**src/rtl/conv4_stream_feeder_if.sv**
```systemverilog
// rtl/conv4_stream_feeder_if.sv - control, row-memory and convolver bus of the conv4 stream feeder (optional cycle_count under CONV4_FEEDER_PERF_EN)
interface conv4_stream_feeder_if #(
    parameter int DATA_WIDTH  = 16,
    parameter int KERNEL_SIZE = 4,
    parameter int ADDR_W      = 12
);
    logic                              start;
    logic                              busy;
    logic                              done;
    logic                              mem_rd_en;
    logic [ADDR_W-1:0]                 mem_rd_addr;
    logic [KERNEL_SIZE*DATA_WIDTH-1:0] mem_rd_data;
    logic [KERNEL_SIZE*DATA_WIDTH-1:0] conv_data;
    logic                              conv_kernel_load;
    logic                              conv_valid_in;
    logic                              conv_valid_out;
    logic [DATA_WIDTH-1:0]             conv_result;
    logic [DATA_WIDTH-1:0]             res_data;
    logic                              res_valid;
`ifdef CONV4_FEEDER_PERF_EN
    logic [31:0]                       cycle_count;

    modport master (
        input  start, mem_rd_data, conv_result,
        output busy, done, mem_rd_en, mem_rd_addr, conv_data, conv_kernel_load,
               conv_valid_in, conv_valid_out, res_data, res_valid, cycle_count
    );
    modport slave (
        output start, mem_rd_data, conv_result,
        input  busy, done, mem_rd_en, mem_rd_addr, conv_data, conv_kernel_load,
               conv_valid_in, conv_valid_out, res_data, res_valid, cycle_count
    );
`else
    modport master (
        input  start, mem_rd_data, conv_result,
        output busy, done, mem_rd_en, mem_rd_addr, conv_data, conv_kernel_load,
               conv_valid_in, conv_valid_out, res_data, res_valid
    );
    modport slave (
        output start, mem_rd_data, conv_result,
        input  busy, done, mem_rd_en, mem_rd_addr, conv_data, conv_kernel_load,
               conv_valid_in, conv_valid_out, res_data, res_valid
    );
`endif
endinterface

```
**src/rtl/conv4_stream_feeder.sv**
```systemverilog
// rtl/conv4_stream_feeder.sv - streams kernel and image rows from row memory into a 4x4 convolver (optional cycle_count under CONV4_FEEDER_PERF_EN)
module conv4_stream_feeder #(
    parameter int DATA_WIDTH  = 16,
    parameter int KERNEL_SIZE = 4,
    parameter int IMG_H       = 28,
    parameter int N_STRIP     = 25,
    parameter int ADDR_W      = 12
) (
    input  logic                   clk,
    input  logic                   rst,
    conv4_stream_feeder_if.master  bus
);
    localparam int ROW_W = $clog2(IMG_H);
    localparam logic [ADDR_W-1:0] LAST_K_ADDR = ADDR_W'(3);
    localparam logic [ADDR_W-1:0] LAST_ADDR   = ADDR_W'(3 + N_STRIP * IMG_H);
    localparam logic [ROW_W-1:0]  LAST_ROW    = ROW_W'(IMG_H - 1);
    localparam logic [ROW_W-1:0]  FIRST_TAG   = ROW_W'(3);

    typedef enum logic [2:0] {
        S_IDLE, S_LOAD_K, S_STREAM, S_FLUSH, S_DRAIN, S_DONE
    } state_t;

    state_t state, state_nx;

    logic [ADDR_W-1:0] addr;
    logic [ROW_W-1:0]  row_idx;
    logic [1:0]        flush_cnt;

    logic rd_en, rd_kern, rd_tag, flush_req;
    logic rd_v1, rd_kern1, rd_tag1;
    logic push_tag, tag_d1;

    logic [KERNEL_SIZE*DATA_WIDTH-1:0] conv_data_q;
    logic                              conv_valid_in_q;
    logic                              conv_kernel_load_q;
    logic                              conv_valid_out_q;
    logic [DATA_WIDTH-1:0]             res_data_q;
    logic                              res_valid_q;

    // State register
    always_ff @(posedge clk or posedge rst) begin
        if (rst) state <= S_IDLE;
        else     state <= state_nx;
    end

    // Next state plus per-cycle read/flush strobes
    always_comb begin
        state_nx  = state;
        rd_en     = 1'b0;
        rd_kern   = 1'b0;
        rd_tag    = 1'b0;
        flush_req = 1'b0;
        case (state)
            S_IDLE: begin
                if (bus.start) state_nx = S_LOAD_K;
            end
            S_LOAD_K: begin
                rd_en   = 1'b1;
                rd_kern = 1'b1;
                if (addr == LAST_K_ADDR) state_nx = S_STREAM;
            end
            S_STREAM: begin
                rd_en  = 1'b1;
                rd_tag = (row_idx >= FIRST_TAG);
                if (addr == LAST_ADDR) state_nx = S_FLUSH;
            end
            S_FLUSH: begin
                flush_req = (flush_cnt == 2'd1);
                if (flush_cnt == 2'd2) state_nx = S_DRAIN;
            end
            S_DRAIN: begin
                // the last image row is always tagged, so the final result is the
                // res_valid with nothing left in the tag pipeline behind it
                if (res_valid_q && !conv_valid_out_q && !tag_d1 && !push_tag)
                    state_nx = S_DONE;
            end
            S_DONE: begin
                state_nx = S_IDLE;
            end
            default: state_nx = S_IDLE;
        endcase
    end

    // Read address, in-strip row index and flush timer
    always_ff @(posedge clk or posedge rst) begin
        if (rst) begin
            addr      <= '0;
            row_idx   <= '0;
            flush_cnt <= '0;
        end else begin
            addr      <= rd_en ? addr + ADDR_W'(1) : '0;
            if (state == S_STREAM)
                row_idx <= (row_idx == LAST_ROW) ? '0 : row_idx + ROW_W'(1);
            else
                row_idx <= '0;
            flush_cnt <= (state == S_FLUSH) ? flush_cnt + 2'd1 : 2'd0;
        end
    end

    // Read-to-push pipeline and tag-to-result pipeline
    always_ff @(posedge clk or posedge rst) begin
        if (rst) begin
            rd_v1              <= 1'b0;
            rd_kern1           <= 1'b0;
            rd_tag1            <= 1'b0;
            conv_data_q        <= '0;
            conv_valid_in_q    <= 1'b0;
            conv_kernel_load_q <= 1'b0;
            push_tag           <= 1'b0;
            tag_d1             <= 1'b0;
            conv_valid_out_q   <= 1'b0;
            res_data_q         <= '0;
            res_valid_q        <= 1'b0;
        end else begin
            rd_v1              <= rd_en;
            rd_kern1           <= rd_kern;
            rd_tag1            <= rd_tag;
            conv_data_q        <= rd_v1 ? bus.mem_rd_data : '0;
            conv_valid_in_q    <= rd_v1 | flush_req;
            conv_kernel_load_q <= rd_kern1;
            push_tag           <= rd_tag1;
            tag_d1             <= push_tag;
            conv_valid_out_q   <= tag_d1;
            res_valid_q        <= conv_valid_out_q;
            if (conv_valid_out_q) res_data_q <= bus.conv_result;
        end
    end

`ifdef CONV4_FEEDER_PERF_EN
    logic [31:0] cycle_count_q;

    // Busy-cycle counter for the most recent job
    always_ff @(posedge clk or posedge rst) begin
        if (rst)                              cycle_count_q <= '0;
        else if (state == S_IDLE && bus.start) cycle_count_q <= '0;
        else if (state != S_IDLE)             cycle_count_q <= cycle_count_q + 32'd1;
    end

    assign bus.cycle_count = cycle_count_q;
`endif

    assign bus.busy             = (state != S_IDLE);
    assign bus.done             = (state == S_DONE);
    assign bus.mem_rd_en        = rd_en;
    assign bus.mem_rd_addr      = rd_en ? addr : '0;
    assign bus.conv_data        = conv_data_q;
    assign bus.conv_valid_in    = conv_valid_in_q;
    assign bus.conv_kernel_load = conv_kernel_load_q;
    assign bus.conv_valid_out   = conv_valid_out_q;
    assign bus.res_data         = res_data_q;
    assign bus.res_valid        = res_valid_q;
endmodule

```
**src/flat_wrapper.sv**
```systemverilog
// flat-port wrapper written by rule: the top's interface ports become plain ports
module conv4_stream_feeder_flat 
#(
    parameter int DATA_WIDTH  = 16,
    parameter int KERNEL_SIZE = 4,
    parameter int IMG_H       = 28,
    parameter int N_STRIP     = 25,
    parameter int ADDR_W      = 12
)
  (clk, rst, bus_start, bus_mem_rd_data, bus_conv_result, bus_busy, bus_done, bus_mem_rd_en, bus_mem_rd_addr, bus_conv_data, bus_conv_kernel_load, bus_conv_valid_in, bus_conv_valid_out, bus_res_data, bus_res_valid);
  conv4_stream_feeder_if #(.DATA_WIDTH(DATA_WIDTH), .KERNEL_SIZE(KERNEL_SIZE), .ADDR_W(ADDR_W)) bus_i ();
  input  logic clk;
  input  logic rst;
  input wire logic [$bits(bus_i.start)-1:0] bus_start;
  input wire logic [$bits(bus_i.mem_rd_data)-1:0] bus_mem_rd_data;
  input wire logic [$bits(bus_i.conv_result)-1:0] bus_conv_result;
  output wire logic [$bits(bus_i.busy)-1:0] bus_busy;
  output wire logic [$bits(bus_i.done)-1:0] bus_done;
  output wire logic [$bits(bus_i.mem_rd_en)-1:0] bus_mem_rd_en;
  output wire logic [$bits(bus_i.mem_rd_addr)-1:0] bus_mem_rd_addr;
  output wire logic [$bits(bus_i.conv_data)-1:0] bus_conv_data;
  output wire logic [$bits(bus_i.conv_kernel_load)-1:0] bus_conv_kernel_load;
  output wire logic [$bits(bus_i.conv_valid_in)-1:0] bus_conv_valid_in;
  output wire logic [$bits(bus_i.conv_valid_out)-1:0] bus_conv_valid_out;
  output wire logic [$bits(bus_i.res_data)-1:0] bus_res_data;
  output wire logic [$bits(bus_i.res_valid)-1:0] bus_res_valid;
  assign bus_i.start = bus_start;
  assign bus_i.mem_rd_data = bus_mem_rd_data;
  assign bus_i.conv_result = bus_conv_result;
  assign bus_busy = bus_i.busy;
  assign bus_done = bus_i.done;
  assign bus_mem_rd_en = bus_i.mem_rd_en;
  assign bus_mem_rd_addr = bus_i.mem_rd_addr;
  assign bus_conv_data = bus_i.conv_data;
  assign bus_conv_kernel_load = bus_i.conv_kernel_load;
  assign bus_conv_valid_in = bus_i.conv_valid_in;
  assign bus_conv_valid_out = bus_i.conv_valid_out;
  assign bus_res_data = bus_i.res_data;
  assign bus_res_valid = bus_i.res_valid;
  conv4_stream_feeder #(.DATA_WIDTH(DATA_WIDTH), .KERNEL_SIZE(KERNEL_SIZE), .IMG_H(IMG_H), .N_STRIP(N_STRIP), .ADDR_W(ADDR_W)) u_core (.clk(clk), .rst(rst), .bus(bus_i));
endmodule
```
**config.mk**
```make
export PLATFORM = sky130hd
export DESIGN_NAME = conv4_stream_feeder_flat
export DESIGN_NICKNAME = d
export VERILOG_FILES = /design/src/rtl/conv4_stream_feeder_if.sv /design/src/rtl/conv4_stream_feeder.sv /design/src/flat_wrapper.sv
export SDC_FILE = /design/constraint.sdc
export NUM_CORES = 1
export LEC_CHECK = 0
export ABC_AREA = 0
export CORE_MARGIN = 4
export CORE_UTILIZATION = 42
export DETAILED_ROUTE_END_ITERATION = 12
export PLACE_DENSITY = 0.8
export SETUP_SLACK_MARGIN = 0.3
export SYNTH_ARGS = -nofsm -noshare
export SYNTH_HDL_FRONTEND = slang
export SYNTH_SLANG_ARGS = --single-unit
```
**constraint.sdc**
```tcl
create_clock -name clk -period 5.1 [get_ports clk]
set_input_delay 1.02 -clock clk [delete_from_list [all_inputs] [get_ports clk]]
set_output_delay 1.02 -clock clk [all_outputs]
set_load 0.05 [all_outputs]
```
==> results.ini <==
[critical_path]
timing.critical_path.mode_cell=inv_1
cp.arrival_ns=2.78
setup.worst_path.end=bus_mem_rd_en
cp_slowest_stage_delay_ns=0.76
cp-startpoint=u_core.state[2]
r2r-start=u_core.addr[0]
cp-end-kind=primary output
ff2ff_setup_slack_ns=3.28
cp_slowest_cell=clkdlybuf4s50_1
r2r-end=u_core.state[0]
cp_max_fo=25
r2r_cells=5
cp.required_ns=4.08
path_class=reg2out
cp_cell_sequence=or3b_1 > inv_1 > nor2_2 > inv_1 > clkdlybuf4s50_1
crit_path_start_kind=register

[final_layout]
synthToLayoutAreaGrowth_pct=50.7
nNetsFinal=578
nFillCells=728
finalNonFillerCells=624
drive_gt1_share_pct=8.28
n_antenna_cell=0

[hold_path]
min_path_type=reg2reg

[detailed_routing]
wl_per_cell_um=15.3
dr.pass1.iters=4
top_layer=met4
num_vias=2838
met3_length_um=982
viasPerCell=4.55
drt-initial-drc-count=81
drc=0
wl_met2_um=4750
wl_met1_um=3600
detail-route-antenna-nets=0
drt_wl_total_um=9550

[place]
routabilityCongestion=0.767
io_buffers=181
place_ws_ns=1.71
dp_hpwl_um=7130
place_inst=608

[sta]
tightestPinTransition_ns=0.990
min_period_over_period_pct=74.4
relSlewSlack_pct=34.0
fmax_mhz=263
worst_slack_ns=1.30
setup_viol=0
fin_tns_setup_ns=0
holdWs_ns=0.359
final-max-slew-violation-count=0
min_period_ns=3.80
hold_violations=0
rsz0062_at_grt=false
fin_skew_ns=0.00669

[clock_tree]
clock_tree.buffer_depth=2
cts_setup_buffers=0
cts_hold_buf=0
clockRootBuffer=clkbuf_8
cts.clk_slew.worst_paths_ns=0.10
numCtsBuffers=9
htree_levels=3
cts_resized=0
cts_tree=done
cts.sinks=111
clk_latency_ns=0.36

[logic_synthesis]
synth_nets=399
synth.area.top_cells=dfrtp_1 (67%), and2_1 (10%), mux2_2 (4.4%)
syn_area_per_cell_um2=13.3
synth_area_leader_cell=dfrtp_1
synth_cells=311
synth-edff-count=0
netlist_area_um2=4130
synth_top_area_share_pct=67.3
synth-seq-area-share_pct=67.3
async_reset_ff_share_pct=100
yosysWarnings=0
ys_ff_latch=111
ys.flop_type=dfrtp_1
synth_cell_type_count=37

[floorplan]
start_util_pct=43.8
die-area_um2=11500
num_io_pins=182
core_area_um2=9420
die_h_um=107
die_w_um=107
row_count=35

[job]
maxCapViolCount=0

[outcome]
status=complete, no violations

[global_route]
antenna_found_initial=0
grt_start_max_net_pins=83
overflow=0
grt_usage_pct=16.9
grt_pass1_vias=2979
grt_pass1_wl_um=15000

[pwr]
p_switching_w=0.00166
pwr-share-seq_pct=35.1
power_w=0.00366
clockPowerShare_pct=13.3
p_per_area_nw_per_um2=588
peakVddDrop_uv=318
p_comb_share_pct=51.7
leakagePower_nw=2.69
internal-power_w=0.00200
swShare_pct=45.4

## logic make-up (layout without fill, tap and decap cells)
group,Yosys count,in the layout,share of synthesized area (%)
mux,17,17,4.73
buf+inv,21,205,2.55
simple gates,136,136,19.7
fa+ha+maj,5,5,1.52
compound gates,9,9,1.64
xor+xnor,12,12,2.55
flops,111,111,67.3
## sequential cells by signal (all words and copies together), names as in the netlist
name	cells
u_core.bus.conv_data	64
u_core.bus.res_data	16
u_core.addr	12
u_core.row_idx	5
u_core.state	3
u_core.flush_cnt	2
u_core.bus.conv_kernel_load	1
u_core.bus.conv_valid_in	1
u_core.bus.conv_valid_out	1
u_core.bus.res_valid	1
u_core.push_tag	1
u_core.rd_kern1	1
u_core.rd_tag1	1
u_core.rd_v1	1
u_core.tag_d1	1
## how the worst min path moves through the flow
stage,start,endpoint,slack [ns],cells past startpoint
after CTS,u_core.rd_tag1,u_core.push_tag,0.36,0
after global routing,u_core.rd_tag1,u_core.push_tag,0.38,0
after detailed placement,u_core.rd_tag1,u_core.push_tag,0.34,0
final,u_core.rd_tag1,u_core.push_tag,0.36,0
after global placement,u_core.rd_tag1,u_core.push_tag,0.33,0
after floorplan,u_core.rd_kern1,u_core.bus.conv_kernel_load,0.33,0
## layout make-up
cell class                      instances  area (um^2)  share of cell area, %
Clock buffer                           10          138                   2.21
Clock inverter                          6         45.0                  0.725
Inverter                                6         25.0                  0.403
Multi-Input combinational cell        179         1240                   20.0
Sequential cell                       111         2780                   44.7
Tap cell                              129          161                   2.60
Timing Repair Buffer                  183         1830                   29.4
## critical path: cells and delay by family (launching register included)
family                 cells  cell delay (ns)
buffers and inverters      3             0.97
DFF                        1             0.53
and+or+nand+nor            2             0.92
## metal layers
| layer | GRT usage (%) | vias to the layer above |
|---|---|---|
| met2 | 27.7 | 124 |
| met3 | 7.41 | 14 |
| met5 | 0 | - |
| met1 | 19.4 | 1340 |
| met4 | 6.39 | 0 |
| li1 | - | 1360 |
## layout by cell type, fill, tap and decap left out, types with 3 or more instances in the layout
cell type | synthesis | final
a21oi_1 | 3 | 3
and2_1 | 67 | 67
clkbuf_8 | 0 | 10
clkdlybuf4s50_1 | 0 | 181
clkinvlp_4 | 0 | 3
dfrtp_1 | 111 | 111
ha_1 | 5 | 5
inv_1 | 6 | 5
mux2_2 | 16 | 16
nand2_1 | 9 | 9
nand3_1 | 4 | 4
nand4_1 | 5 | 5
nor2_1 | 19 | 19
nor2b_1 | 14 | 14
xor2_1 | 10 | 10
## through the flow
stage	cell area (um^2)	util [%]
finish	6220	66.0
CTS	6220	66.0
global route	6220	66.0
global placement	6030	64.1
detailed placement	6030	64.1
floorplan	4130	-
## synthesized netlist by cell type, types with 3 or more instances
master and instances:
nand2_1 9, nand3_1 4, nor2b_1 14, buf_2 3, buf_6 3, dfrtp_1 111
inv_1 6, mux2_2 16, a21oi_1 3, nand4_1 5, xor2_1 10, clkbuf_1 9
ha_1 5, nor2_1 19, and2_1 67
## power groups by stage
stage | Sequential [W] | Clock, W | Combinational (W)
after floorplan | 0.00205 | 0 | 0.000505
after global placement | 0.00129 | 0 | 0.00189
after detailed placement | 0.00131 | 0 | 0.00191
after CTS | 0.00129 | 0.000501 | 0.00191
after global routing | 0.00132 | 0.000539 | 0.00199
final | 0.00128 | 0.000485 | 0.00189
Note: power is estimated with default switching activity, not from simulation.
